`src/rtl/sms_osc_timing_ring.sv`:
```
// sms_osc_timing_ring
//   Receives the 1 MHz SMS oscillator line, brings it into the clk domain,
//   measures each pulse's period and high time, and steps a one-hot timing
//   ring that produces the memory-cycle timing gates. A dead, fast, slow or
//   malformed oscillator is latched as a sticky fault.
//
// Ports
//   clk          system clock
//   rst_n        synchronous active-low reset
//   osc_in       oscillator line, asynchronous to clk
//   run          level; request continuous memory cycles
//   fault_clr    one-clk pulse; clears a sticky fault (only in FAULT)
//   gate         one-hot timing gates, gate[k] high from pulse k to pulse k+1
//   cycle_start  one-clk pulse when the ring enters position 0
//   locked       oscillator qualified
//   busy         ring active
//   fault        sticky fault
//   fault_code   01 slow/dead, 10 fast, 11 bad width, 00 no fault
module sms_osc_timing_ring #(
  parameter int unsigned RING_LEN   = 20,
  parameter int unsigned PERIOD_MIN = 90,
  parameter int unsigned PERIOD_MAX = 110,
  parameter int unsigned WIDTH_MIN  = 10,
  parameter int unsigned WIDTH_MAX  = 40,
  parameter int unsigned LOCK_COUNT = 4,
  parameter int unsigned CW         = 8
) (
  input  logic                clk,
  input  logic                rst_n,
  input  logic                osc_in,
  input  logic                run,
  input  logic                fault_clr,
  output logic [RING_LEN-1:0] gate,
  output logic                cycle_start,
  output logic                locked,
  output logic                busy,
  output logic                fault,
  output logic [1:0]          fault_code
);

  localparam int unsigned GW = $clog2(LOCK_COUNT + 1);

  localparam logic [CW-1:0]       ONE       = CW'(1);
  localparam logic [CW-1:0]       P_MIN     = CW'(PERIOD_MIN);
  localparam logic [CW-1:0]       P_MAX     = CW'(PERIOD_MAX);
  localparam logic [CW-1:0]       W_MIN     = CW'(WIDTH_MIN);
  localparam logic [CW-1:0]       W_MAX     = CW'(WIDTH_MAX);
  localparam logic [GW-1:0]       LOCK_LAST = GW'(LOCK_COUNT - 1);
  localparam logic [RING_LEN-1:0] GATE0     = {{(RING_LEN-1){1'b0}}, 1'b1};

  typedef enum logic [2:0] {
    S_IDLE,
    S_LOCKING,
    S_READY,
    S_RUN,
    S_FAULT
  } state_t;

  state_t              state_q;
  logic                s1_q, s2_q, s3_q;
  logic [CW-1:0]       per_q, per_d;
  logic [CW-1:0]       hi_q, hi_d;
  logic [GW-1:0]       good_q;
  logic [RING_LEN-1:0] gate_q;
  logic                cs_q, locked_q, busy_q, fault_q;
  logic [1:0]          code_q, code_d;

  logic rise, fall, checking;
  logic err_slow, err_fast, err_width, err_any;

  always_comb begin
    rise = s2_q & ~s3_q;
    fall = ~s2_q & s3_q;

    // Both counters saturate so a stalled line cannot wrap back into range.
    per_d = rise ? ONE : ((per_q == '1) ? per_q : per_q + 1'b1);

    hi_d = hi_q;
    if (rise) begin
      hi_d = ONE;
    end else if (s2_q && (hi_q != '1)) begin
      hi_d = hi_q + 1'b1;
    end

    // Checks are live only once a reference rise has started timing.
    checking  = (state_q == S_LOCKING) || (state_q == S_READY) || (state_q == S_RUN);
    // per_q beyond PERIOD_MAX catches both a late rise and a dead line.
    err_slow  = checking && (per_q > P_MAX);
    err_fast  = checking && rise && (per_q < P_MIN);
    err_width = checking && fall && ((hi_q < W_MIN) || (hi_q > W_MAX));

    code_d = 2'b00;
    if (err_slow) begin
      code_d = 2'b01;
    end else if (err_fast) begin
      code_d = 2'b10;
    end else if (err_width) begin
      code_d = 2'b11;
    end
    err_any = (code_d != 2'b00);
  end

  always_ff @(posedge clk) begin
    if (!rst_n) begin
      state_q  <= S_IDLE;
      s1_q     <= 1'b0;
      s2_q     <= 1'b0;
      s3_q     <= 1'b0;
      per_q    <= '0;
      hi_q     <= '0;
      good_q   <= '0;
      gate_q   <= '0;
      cs_q     <= 1'b0;
      locked_q <= 1'b0;
      busy_q   <= 1'b0;
      fault_q  <= 1'b0;
      code_q   <= '0;
    end else begin
      s1_q  <= osc_in;
      s2_q  <= s1_q;
      s3_q  <= s2_q;
      per_q <= per_d;
      hi_q  <= hi_d;
      cs_q  <= 1'b0;

      // An error wins over any ring advance on the same pulse.
      if (err_any) begin
        state_q  <= S_FAULT;
        gate_q   <= '0;
        busy_q   <= 1'b0;
        locked_q <= 1'b0;
        fault_q  <= 1'b1;
        code_q   <= code_d;
      end else begin
        unique case (state_q)
          S_IDLE: begin
            if (rise) begin
              state_q <= S_LOCKING;
              good_q  <= '0;
            end
          end
          S_LOCKING: begin
            if (rise) begin
              if (good_q == LOCK_LAST) begin
                locked_q <= 1'b1;
                state_q  <= S_READY;
              end else begin
                good_q <= good_q + 1'b1;
              end
            end
          end
          S_READY: begin
            if (rise && run) begin
              gate_q  <= GATE0;
              cs_q    <= 1'b1;
              busy_q  <= 1'b1;
              state_q <= S_RUN;
            end
          end
          S_RUN: begin
            if (rise) begin
              if (gate_q[RING_LEN-1]) begin
                if (run) begin
                  gate_q <= GATE0;
                  cs_q   <= 1'b1;
                end else begin
                  gate_q  <= '0;
                  busy_q  <= 1'b0;
                  state_q <= S_READY;
                end
              end else begin
                gate_q <= gate_q << 1;
              end
            end
          end
          S_FAULT: begin
            if (fault_clr) begin
              fault_q <= 1'b0;
              code_q  <= '0;
              state_q <= S_IDLE;
            end
          end
          default: state_q <= S_IDLE;
        endcase
      end
    end
  end

  assign gate        = gate_q;
  assign cycle_start = cs_q;
  assign locked      = locked_q;
  assign busy        = busy_q;
  assign fault       = fault_q;
  assign fault_code  = code_q;

endmodule

```
`config.mk`:
```
export PLATFORM = sky130hd
export DESIGN_NAME = sms_osc_timing_ring
export DESIGN_NICKNAME = d
export VERILOG_FILES = /design/src/rtl/sms_osc_timing_ring.sv
export SDC_FILE = /design/constraint.sdc
export NUM_CORES = 1
export LEC_CHECK = 0
export ABC_AREA = 1
export BUFFER_PORTS_ARGS = -buffer_cell sky130_fd_sc_hd__clkbuf_2
export CORE_MARGIN = 2
export CORE_UTILIZATION = 50
export DETAILED_ROUTE_END_ITERATION = 8
export PLACE_DENSITY = 0.8
export SLEW_MARGIN = 20
export SYNTH_ARGS = -nofsm -noshare
export SYNTH_HDL_FRONTEND = slang
export SYNTH_SLANG_ARGS = --single-unit
```
`constraint.sdc`:
```
create_clock -name clk -period 1.8 [get_ports clk]
set_input_delay 0.09 -clock clk [delete_from_list [all_inputs] [get_ports clk]]
set_output_delay 0.09 -clock clk [all_outputs]
set_load 0.01 [all_outputs]
```
==> metrics.md <==
| Metric | Value |
|---|---|
| Synth Area in XOR/XNOR | `0.01087` |
| I/O Buffers | `30` |
| P per Cell Area | `880.4 mW/mm²` |
| CP startpoint kind | `register` |
| Drt total wl | `4.819 mm` |
| Routed vias | `2,191` |
| Synth cell count leaders | `nand2_1, dfxtp_1, nor2_1` |
| Placed insts | `408` |
| RSZ-0062 raised after global routing | `false` |
| Synth area leader | `dfxtp_1` |
| Total gr overflow | `0` |
| Pins Over Slew Limit | `0` |
| Initial antenna violation count | `0` |
| CP Max Fanout | `6` |
| Reg clk slew, reported paths | `0.10 ns` |
| CTS Root Cell | `clkbuf_8` |
| Ratio of cells with drive above 1 in the final layout | `0.2094` |
| Vias/cell | `5.254` |
| DRC viols | `0` |
| Synth Area in Compound Gates | `0.1517` |
| Synth Area in Adders | `0.02588` |
| Total core area | `0.004692 mm²` |
| Unique masters post-synth | `28` |
| Final setup viols | `0` |
| HP Class | `in2reg` |
| First-pass GRT wire length | `7.810 mm` |
| Syn Std Cell Area | `0.002417 mm²` |
| Least-Margin Pin Slew | `0.5687 ns` |
| Share of the synthesized area in the top cell type | `0.4224` |
| DP HPWL | `3.474 mm` |
| Min Tclk post-route | `1.613 ns` |
| Largest net degree at the start of global routing | `26` |
| Final Cycle Share | `0.8962` |
| Post-synth EDFFs | `0` |
| Worst slack, placed | `0.1906 ns` |
| Final GP Congestion | `0.8739` |
| Ys async rst share | `0` |
| Die Span X | `73.53 µm` |
| Syn Area/Cell | `7.370 µm²` |
| Sum of negative setup slack | `0 ns` |
| Ant. Diodes | `0` |
| Cell Rows | `25` |
| Maximum VDD drop | `0.0004665 V` |
| # clock sinks | `51` |
| Fill cell count | `419` |
| Multiplexer area fraction after synthesis | `0` |
| Worst setup EP type | `register` |
| Data required, critical path | `2.01 ns` |
| CTS tree | `yes` |
| Gate Count Post-Synth | `328` |
| Synthesized netlist net count | `338` |
| Seq/Total Area, Yosys | `0.4224` |
| WP data arrival | `1.83 ns` |
| Inserted Clock Buffers | `5` |
| Avg WL per Cell | `11.56 µm` |
| Most frequent cell after synthesis | `nand2_1` |
| Leakage power | `0.001159 µW` |
| Footprint of the multi-input gates | `0.001179 mm²` |
| Max_slew headroom | `0.6204` |
| Area contributors post-synth | `dfxtp_1, nand2_1, a21oi_2` |
| Simple-Gate Fraction of Synth Area | `0.2992` |
| Die Ht | `73.53 µm` |
| Antenna-violating nets left | `0` |
| Largest family of logic cells by synthesized area | `simple AND/OR/NAND/NOR gates` |
| Max cap viols | `0` |
| Clock Latency Late Sink | `0.31 ns` |
| CP Class | `reg2reg` |
| Detailed Routing Iterations Pass 1 | `4` |
| Final nets | `372` |
| Hold Fails Final Rpt | `0` |
| # H-tree levels | `2` |
| Max Fclk | `619.9 MHz` |
| Ys flop type | `dfxtp_1` |
| Area growth syn-to-layout | `14.13%` |
| Vias in the first global route | `1,858` |
| Die area | `0.005407 mm²` |
| Register Area | `0.001021 mm²` |
| Register bit total from synthesis | `51` |
| GRT Util Overall | `0.1806` |
| Post-CTS Setup Inserts | `0` |
| Initial DRC Count | `88` |
| Final cell count without fillers | `417` |
| Yosys warns | `0` |
| Final setup margin | `0.1868 ns` |
| Maximum clock path buffer count | `2` |
| IO Count | `31` |
| Clk_skew | `0.007955 ns` |
| Run status | `completed` |
| Starting Density | `0.5152` |
==> routing by layer <==
layer	vias up	share of wire	GRT usage
li1	1142	-	-
met1	998	0.45	0.2127
met2	43	0.49	0.3234
met3	8	0.042	0.04252
met4	0	0.011	0.05253
met5	-	0	0
==> power breakdown <==
part	leakage [µW]	switching [µW]	total, µW	internal [µW]
logic	0.000688	256	396	140
clock network	0.0000587	402	824	422
registers	0.000413	39.8	1210	1170
==> state kept, by name, summed over array words and instances, names as in the netlist <==
name         flops
locked           1
per_q            8
good_q           3
fault            1
state_q          3
s2_q             1
s3_q             1
cycle_start      1
hi_q             8
busy             1
gate            20
s1_q             1
fault_code       2
==> path summary, 6_finish.rpt <==
| path | startpoint | slack, ns | depth (start not counted) | endpoint |
|---|---|---|---|---|
| worst max-delay path | good_q[0] | 0.19 | 8 | good_q[2] |
| worst min-delay path | rst_n | 0.11 | 3 | fault_code[0] |
| worst max register to register | good_q[0] | 0.19 | 8 | good_q[2] |
| worst min register to register | s1_q | 0.42 | 2 | s2_q |
==> repair_timing <==
| item | 4_1_cts | 5_1_grt |
|---|---|---|
| hold endpoints to repair | 1 | 0 |
| setup endpoints to repair | 0 | 0 |
| hold buffers | 1 | 0 |
| gates resized for setup | 0 | 0 |
==> stage by stage <==
step           utilization  area (µm²)  hold slack, ns  total power, µW
2_1_floorplan            -        2417          0.1876             1543
3_3_place_gp        0.5611        2633          0.2744             1619
3_5_place_dp        0.5611        2633          0.2790             1626
4_1_cts             0.5880        2759          0.1138             2452
5_1_grt             0.5880        2759          0.1414             2546
6_report            0.5880        2759          0.1098             2429
==> cell type report <==
class / count / share of cell area
multi-input combinational: 226 / 0.4272
clock inverter: 3 / 0.01723
inverter: 40 / 0.05442
tap: 54 / 0.02449
clock buffer: 5 / 0.02494
timing repair buffer: 38 / 0.08163
sequential: 51 / 0.3701
==> cell usage in the layout (no fill, tap or decap), types with 2 or more instances in the layout <==
master / instances
a211oi_1: 2
a21oi_1: 21
a21oi_2: 18
a31oi_1: 2
buf_4: 6
clkbuf_2: 30
clkbuf_8: 5
dfxtp_1: 51
ha_1: 5
inv_1: 36
inv_2: 4
nand2_1: 73
nand2_2: 4
nand3_1: 16
nand4_1: 23
nor2_1: 39
nor3_1: 3
o21ai_0: 8
o21bai_1: 2
or2_2: 2
xnor2_1: 2
==> worst max-delay path, stage by stage, from the launching register on <==
cell and delay, ns:
dfxtp_1 0.33, ha_1 0.19, ha_1 0.19, inv_1 0.06, nand3_1 0.10, a21oi_1 0.18, nand4_1 0.24, o21bai_1 0.20
nor2_1 0.05
==> logic make-up (layout without fill, tap and decap cells) <==
logic type,after synthesis,in the layout
DFF,51,51
and+or+nand+nor,162,162
xor gates and xnor gates,3,3
AOI/OAI and AO/OA,56,56
adders and majority gates,5,5
buffers and inverters,51,86
Note: power is estimated with default switching activity, not from simulation.
